<file path="src/rtl/serial_tx_pkg.sv">
// Shared definitions for the serial frame transmitter: state encoding and
// frame/counter constants.
package serial_tx_pkg;

   typedef enum logic [1:0] {
      ST_IDLE  = 2'd0,
      ST_SHIFT = 2'd1,
      ST_DONE  = 2'd2
   } tx_state_e;

   localparam int         FRAME_BITS = 16;
   localparam logic [3:0] CNT_LAST   = 4'd15;

endpackage

</file>
<file path="src/rtl/serial_tx_fsm_if.sv">
// Handshake/data bundle between the transmitter and its environment
// (requester plus the external 4-bit bit-index counter).
interface serial_tx_fsm_if
   import serial_tx_pkg::*;
   ();

   logic                  start;
   logic [FRAME_BITS-1:0] data_in;
   logic                  pause;
   logic [3:0]            cnt_q;
   logic                  count16_init;
   logic                  count16_inc;
   logic                  sdata;
   logic                  busy;
   logic                  done;
   logic                  err;

   modport slave (
      input  start, data_in, pause, cnt_q,
      output count16_init, count16_inc, sdata, busy, done, err
   );

   modport master (
      output start, data_in, pause, cnt_q,
      input  count16_init, count16_inc, sdata, busy, done, err
   );

endinterface

</file>
<file path="src/rtl/serial_tx_fsm_shift16.sv">
// 16-bit load/shift/hold register; shifts left with zero fill, load wins
// over shift.
module shift16
   import serial_tx_pkg::*;
(
   input  logic                  clk,
   input  logic                  rst_n,
   input  logic                  load,
   input  logic                  shift,
   input  logic [FRAME_BITS-1:0] d,
   output logic [FRAME_BITS-1:0] q
);

   always_ff @(posedge clk or negedge rst_n) begin
      if (!rst_n) begin
         q <= '0;
      end else if (load) begin
         q <= d;
      end else if (shift) begin
         q <= {q[FRAME_BITS-2:0], 1'b0};
      end
   end

endmodule

</file>
<file path="src/rtl/serial_tx_fsm.sv">
// Serial frame transmitter: sends a 16-bit word MSB first, paced by an
// external 4-bit counter that it clears and increments.
//
//   state    | meaning
//   ---------+------------------------------------------------------------
//   ST_IDLE  | waiting for start; counter held cleared
//   ST_SHIFT | one bit per unpaused cycle, counter incremented per bit
//   ST_DONE  | single-cycle completion pulse; counter cleared again
module serial_tx_fsm
   import serial_tx_pkg::*;
(
   input  logic            clk,
   input  logic            rst_n,
   serial_tx_fsm_if.slave  bus
);

   tx_state_e             state;
   tx_state_e             state_nxt;
   logic [FRAME_BITS-1:0] shreg;
   logic                  load;
   logic                  shift;
   logic                  first_q;
   logic                  err_q;

   assign load  = (state == ST_IDLE)  && bus.start;
   assign shift = (state == ST_SHIFT) && !bus.pause;

   shift16 u_shift16 (
      .clk   (clk),
      .rst_n (rst_n),
      .load  (load),
      .shift (shift),
      .d     (bus.data_in),
      .q     (shreg)
   );

   always_ff @(posedge clk or negedge rst_n) begin
      if (!rst_n) begin
         state <= ST_IDLE;
      end else begin
         state <= state_nxt;
      end
   end

   always_comb begin
      state_nxt = state;
      case (state)
         ST_IDLE:  if (bus.start) state_nxt = ST_SHIFT;
         ST_SHIFT: if (!bus.pause && (bus.cnt_q == CNT_LAST)) state_nxt = ST_DONE;
         ST_DONE:  state_nxt = ST_IDLE;
         default:  state_nxt = ST_IDLE;
      endcase
   end

   // first_q marks the opening SHIFT cycle, where the counter must read zero.
   always_ff @(posedge clk or negedge rst_n) begin
      if (!rst_n) begin
         first_q <= 1'b0;
         err_q   <= 1'b0;
      end else begin
         if (load) begin
            first_q <= 1'b1;
         end else if (state == ST_SHIFT) begin
            first_q <= 1'b0;
         end
         if ((state == ST_SHIFT) && first_q && (bus.cnt_q != 4'd0)) begin
            err_q <= 1'b1;
         end
      end
   end

   always_comb begin
      bus.count16_init = 1'b0;
      bus.count16_inc  = 1'b0;
      bus.sdata        = 1'b0;
      bus.busy         = 1'b0;
      bus.done         = 1'b0;
      bus.err          = err_q;
      case (state)
         ST_IDLE: begin
            bus.count16_init = 1'b1;
         end
         ST_SHIFT: begin
            bus.count16_inc = !bus.pause;
            bus.sdata       = shreg[FRAME_BITS-1];
            bus.busy        = 1'b1;
         end
         ST_DONE: begin
            bus.count16_init = 1'b1;
            bus.busy         = 1'b1;
            bus.done         = 1'b1;
         end
         default: begin
            bus.count16_init = 1'b1;
         end
      endcase
   end

endmodule

</file>
<file path="src/flat_wrapper.sv">
// flat-port wrapper written by rule: the top's interface ports become plain ports
module serial_tx_fsm_flat import serial_tx_pkg::*;
  (clk, rst_n, bus_start, bus_data_in, bus_pause, bus_cnt_q, bus_count16_init, bus_count16_inc, bus_sdata, bus_busy, bus_done, bus_err);
  serial_tx_fsm_if bus_i ();
  input  logic clk;
  input  logic rst_n;
  input wire logic [$bits(bus_i.start)-1:0] bus_start;
  input wire logic [$bits(bus_i.data_in)-1:0] bus_data_in;
  input wire logic [$bits(bus_i.pause)-1:0] bus_pause;
  input wire logic [$bits(bus_i.cnt_q)-1:0] bus_cnt_q;
  output wire logic [$bits(bus_i.count16_init)-1:0] bus_count16_init;
  output wire logic [$bits(bus_i.count16_inc)-1:0] bus_count16_inc;
  output wire logic [$bits(bus_i.sdata)-1:0] bus_sdata;
  output wire logic [$bits(bus_i.busy)-1:0] bus_busy;
  output wire logic [$bits(bus_i.done)-1:0] bus_done;
  output wire logic [$bits(bus_i.err)-1:0] bus_err;
  assign bus_i.start = bus_start;
  assign bus_i.data_in = bus_data_in;
  assign bus_i.pause = bus_pause;
  assign bus_i.cnt_q = bus_cnt_q;
  assign bus_count16_init = bus_i.count16_init;
  assign bus_count16_inc = bus_i.count16_inc;
  assign bus_sdata = bus_i.sdata;
  assign bus_busy = bus_i.busy;
  assign bus_done = bus_i.done;
  assign bus_err = bus_i.err;
  serial_tx_fsm u_core (.clk(clk), .rst_n(rst_n), .bus(bus_i));
endmodule
</file>
<file path="config.mk">
export PLATFORM = sky130hd
export DESIGN_NAME = serial_tx_fsm_flat
export DESIGN_NICKNAME = d
export VERILOG_FILES = /design/src/rtl/serial_tx_pkg.sv /design/src/rtl/serial_tx_fsm_if.sv /design/src/rtl/serial_tx_fsm_shift16.sv /design/src/rtl/serial_tx_fsm.sv /design/src/flat_wrapper.sv
export SDC_FILE = /design/constraint.sdc
export NUM_CORES = 1
export LEC_CHECK = 0
export ABC_AREA = 1
export CAP_MARGIN = 20
export CORE_ASPECT_RATIO = 1.2
export CORE_MARGIN = 1.5
export CORE_UTILIZATION = 30
export DETAILED_ROUTE_END_ITERATION = 16
export DONT_BUFFER_PORTS = 1
export HOLD_SLACK_MARGIN = 0.08
export PLACE_DENSITY = 0.51
export SYNTH_ARGS = -nofsm -noshare
export SYNTH_HDL_FRONTEND = slang
export SYNTH_SLANG_ARGS = --single-unit
</file>
<file path="constraint.sdc">
create_clock -name clk -period 1.3 [get_ports clk]
set_input_delay 0.195 -clock clk [delete_from_list [all_inputs] [get_ports clk]]
set_output_delay 0.195 -clock clk [all_outputs]
set_load 0.005 [all_outputs]
</file>
# Word level (Yosys, flattened, before mapping)
# Cells that the tools add are included.
word_totals:
  ram_bits: 0
  romBits: 0
  input_bits: 24
  latch_bits: 0
  word_cells: 33
  memories: 0
  out_inout_bits: 6
  register_bits: 20
classes:
  n_div: 0
  n_mux: 12
  addsub: 0
  eq_ne: 5
  shift: 0
  n_bitwise: 0
  magnitude_cmp: 0
  n_reduce_logical: 12
  mul: 0
ops:
  columns: ["cell", "count"]
  rows:
  - ["2-to-1 mux 16 bit", 2]
  - ["2-to-1 mux 1 bit", 7]
  - ["logical AND 1 bit", 5]
  - ["equality test 4 bit, second input constant", 1]
  - ["2-to-1 mux 2 bit", 2]
  - ["one-hot mux 2 bit (2 select lines)", 1]
  - ["nonzero test 2 bit", 2]
  - ["nonzero test 4 bit", 1]
  - ["equality test 2 x 1 -> 1 bit, second input constant", 1]
  - ["equality test 2 bit, second input constant", 1]
  - ["zero test 2 bit", 1]
  - ["inequality test 2 x 1 -> 1 bit, second input constant", 1]
  - ["inequality test 2 bit, second input constant", 1]
  - ["AND reduction 2 bit", 1]
  - ["OR reduction 2 bit", 1]
  - ["zero test 1 bit", 1]

# Depth between registers and ports, before layout
logic_depth:
  depth_word: 4
  ltp_mapped: 7
  depth_no_buf: 7

# By module
# From an unflattened synthesis, not the netlist that was laid out.
unflattened:
  cells_unflattened: 123
  area_unflattened_um2: 1052.3
by_module_without_submodules:
  columns: ["module", "seq_area_each_um2", "instances", "cells_each", "area_each_um2"]
  rows:
  - ["shift16", 400.4, 1, 87, 759.5]
  - ["serial_tx_fsm", 100.1, 1, 36, 292.8]

# Worst setup path before layout
# Ideal clock, no wire load.
synth_path:
  path_kind: "register -> register"
  from: "reg u_core.state[0]"
  to: "reg u_core.u_shift16.q[7]"
  slack_ns: 0.022
  n_path_buf: 1
  path_stages_with_launch: 8
  arrival_time_ns: 1.149
  period_less_slack_ns: 1.278
  setup_ns: 0.129
  t_required_ns: 1.171
  cell_sequence: "dfrtp_1 inv_1 ha_1 nand2_2 buf_2 o21ai_0 o21ai_0 o21ai_0"
synth_via:
  elab_chain_cells: 3
  elab_cells_between_ends: 6
  cone_classes: "eq/ne (1); mux (1); reduce/logical (4)"
synth_lines:
  columns: ["element", "line_no", "source"]
  rows:
  - ["start, declared", "serial_tx_fsm.sv:17", "tx_state_e state;"]
  - ["start signal, assigned", "serial_tx_fsm.sv:41", "state <= state_nxt;"]
  - ["equality test 2 x 1 -> 1 bit / zero test 2 bit (equally long branches)", "serial_tx_fsm.sv:26, serial_tx_fsm.sv:25", null]
  - ["logical AND 1 bit, on equally long branches", "serial_tx_fsm.sv:26, serial_tx_fsm.sv:25", null]
  - ["nonzero test 2 bit (no source line) / 2-to-1 mux 16 bit (equally long branches)", null, null]
  - ["end signal, assigned", "serial_tx_fsm_shift16.sv:20", "q <= {q[FRAME_BITS-2:0], 1'b0};"]
  - ["end, declared", "serial_tx_fsm_shift16.sv:11", "output logic [FRAME_BITS-1:0] q"]
# Several ways; a longest one is shown, not always the timed one.
# A chain may end at the register's enable or synchronous reset.

# Worst setup path in the final report
layout_path:
  from: "reg u_core.state[1]"
  to: "out bus_count16_init"
layout_via:
  elab_chain_cells: 2
layout_lines:
  columns: ["element", "line_no", "source"]
  rows:
  - ["equality test 2 x 1 -> 1 bit", "serial_tx_fsm.sv:79", "case (state)"]
  - ["2-to-1 mux 1 bit", "serial_tx_fsm.sv:79", null]
  - ["end, declared", "flat_wrapper.sv:11", "output wire logic [$bits(bus_i.count16_init)-1:0] bus_count16_init;"]
# No other way between the ends.

==> out/metrics.yaml <==
run_status:
  status: "complete, but fails checks"
  violations: "setup timing"
power_and_ir_drop:
  vdd_drop_max_v: 0.00139
  switchingPower_w: 0.00158
  power.total_w: 0.00387
  pwr_density_cell_nw_per_um2: 2190
  p_seq_share_pct: 27.2
  p_clk_share_pct: 9.9
  p_int_w: 0.00229
  p_leak_nw: 0.806
  switching_share_pct: 40.7
  comb_power_share_pct: 63.0
clocking:
  cts.sinks: 20
  cts.path.max_buffers: 2
  numCtsBuffers: 3
  root_buffer: "clkbuf_4"
  htree_levels: 1
  cts_tree: "done"
  clk_pin_slew_ns: 0.12
  clk_latency_ns: 0.31
layout:
  multiInputGateArea_sq_um: 634
  final_nets: 190
  layout_commonest_cell: "o21ai_2"
  layout.cells.non_filler: 196
  n_fill_cell: 298
  diodes: 0
  drive_above_1_share_pct: 43.8
  postLayoutCoreUtil_pct: 56.3
  final_cell_mix: "o21ai_2 (24), dfrtp_1 (19), inv_1 (18), dlygate4sd3_1 (18), o21ai_1 (15)"
  area_growth_pct: 74.0
  register_area_sq_um: 502
critical_path:
  rr_startpoint: "u_core.state[1]$_DFFE_PN0P_"
  crit_fanout: 3
  reg2reg_slack_ns: -0.06
  r2r_cells: 7
  cp-start-kind: "flip-flop"
  arrival_ns: 1.20
  worst_setup_path_end_kind: "output port"
  path_class: "reg -> out"
  r2r-end: "u_core.u_shift16.q[9]$_DFFE_PN0P_"
  required_ns: 1.11
route:
  wl_per_cell_um: 14.6
  first_iter_violations: 8
  viasPerCell: 4.92
  drc: 0
  drt.antenna.violating_nets: 0
  drtPass1Iterations: 3
  vias: 965
  wl_mm: 2.87
flow_run:
  cap_viol_max_count: 0
logic_synthesis:
  synth_top_cell_by_area: "dfrtp_1"
  synth_seq_cells: 20
  syn_avg_cell_area_sq_um: 8.39
  netlist_area_sq_um: 1010
  synth_top_area_share_pct: 49.3
  synth-warning-count: 0
  synthCells: 121
  ys_seq_area_share_pct: 49.3
  synth_cell_types: 13
  synth_fp_nets: 150
  synth_area_leaders: "dfrtp_1 (49%), o21ai_1 (15%), inv_1 (8.1%)"
min_path:
  hold_end: "u_core.bus.err$_DFFE_PN0P_"
  min_from: "bus_cnt_q[0]"
  hold_depth: 3
  hold_class: "in -> reg"
die:
  initial_utilization_pct: 32.3
  row_count: 22
  ios: 30
  die-area_sq_um: 3740
  die_h_um: 66.7
  die_w_um: 56.1
  coreArea_sq_um: 3140
placed_design:
  dpl_worst_slack_ns: -0.0829
  dp.cells: 162
  gp_congestion: 0.771
  dpl.hpwl_mm: 1.66
  place.port_buffers: 0
sta:
  hold_viol: 0
  fin_skew_ns: 0.00145
  setup_slack_ns: -0.0959
  tightest_slew_ns: 0.960
  relSlewSlack_pct: 35.8
  layout_min_cycle_time_ns: 1.40
  grt_setup_unrepaired: "yes"
  period_share_pct: 107
  fmax_mhz: 716
  finalMaxSlewViolations: 0
  final-setup-viol-count: 19
global_routing:
  grt_pass1_vias: 990
  grt_usage_pct: 14.7
  antenna_found_initial: 0
  grt_pass1_wl_mm: 4.35
  grt.overflow.total: 0
  grt_max_degree: 21
[registers in the layout, summed over array words and instances (netlist names)]
register and flops:
u_core.state 2, u_core.first_q 1, u_core.bus.err 1, u_core.u_shift16.q 16
[power by group through the flow]
| stage | clock network [W] | registers [W] | logic [W] |
|---|---|---|---|
| 2_1_floorplan | 0 | 0.00102 | 0.000882 |
| 3_3_place_gp | 0 | 0.00103 | 0.00128 |
| 3_5_place_dp | 0 | 0.00105 | 0.00133 |
| 4_1_cts | 0.000386 | 0.00104 | 0.00166 |
| 5_1_grt | 0.000418 | 0.00108 | 0.00268 |
| 6_report | 0.000382 | 0.00105 | 0.00244 |
[synth_stat cells, drive strengths merged]
master  instances
o21ai          45
inv            22
dfrtp          20
nand2          15
buf             5
ha              5
nand3           5
nor2            2
a31o            1
o21bai          1
[cell families after synthesis]
group	share of synthesized area, %
simple gates	9.49
flops	49.3
buf+inv	11.2
fa+ha+maj	6.17
compound gates	23.8
[critical path, stage by stage (launching register included)]
cell     delay (ns)
dfrtp_1        0.42
inv_2          0.09
ha_4           0.15
buf_6          0.10
inv_2          0.03
buf_6          0.10
[metrics by stage]
stage	instance area (sq um)	TNS [ns]	hold WS, ns
2_1_floorplan	1010	0	-0.101
6_report	1770	-0.918	0.123
4_1_cts	1460	-0.702	0.119
3_3_place_gp	1140	-0.0378	-0.100
3_5_place_dp	1140	-0.625	-0.100
5_1_grt	1770	-2.25	0.143
[what timing repair did]
action | 4_1_cts | 5_1_grt
pin swaps | 4 | 2
buffers inserted | 5 | 4
hold endpoints to repair | 36 | 0
gates cloned | 0 | 3
hold buffers | 18 | 0
resized for setup | 25 | 52
endpoints found under the setup margin | 23 | 23
[how the worst max path moves through the flow]
stage / start / to / cells after the start
detailed placement: u_core.state[1]$_DFFE_PN0P_ / u_core.u_shift16.q[8]$_DFFE_PN0P_ / 6
floorplan: u_core.state[0]$_DFFE_PN0P_ / u_core.u_shift16.q[7]$_DFFE_PN0P_ / 7
CTS: u_core.state[0]$_DFFE_PN0P_ / bus_done / 3
global placement: u_core.state[1]$_DFFE_PN0P_ / u_core.u_shift16.q[3]$_DFFE_PN0P_ / 7
global route: u_core.state[1]$_DFFE_PN0P_ / bus_count16_init / 5
finish: u_core.state[1]$_DFFE_PN0P_ / bus_count16_init / 5
[per-layer routing]
layer	GRT usage [%]	up-vias	part of all wire, %
li1	-	474	-
met1	18.1	469	42
met2	26.3	20	54
met3	1.55	2	2.9
met4	5.65	0	0.73
met5	0	-	0
[area by class of cell]
type	instances	area share, %
Multi-Input combinational cell	74	35.9
Sequential cell	20	28.4
Timing Repair Buffer	40	26.4
Inverter	22	4.68
Tap cell	36	2.55
Clock buffer	4	2.06
No activity file was read; power rests on OpenSTA's default activity.
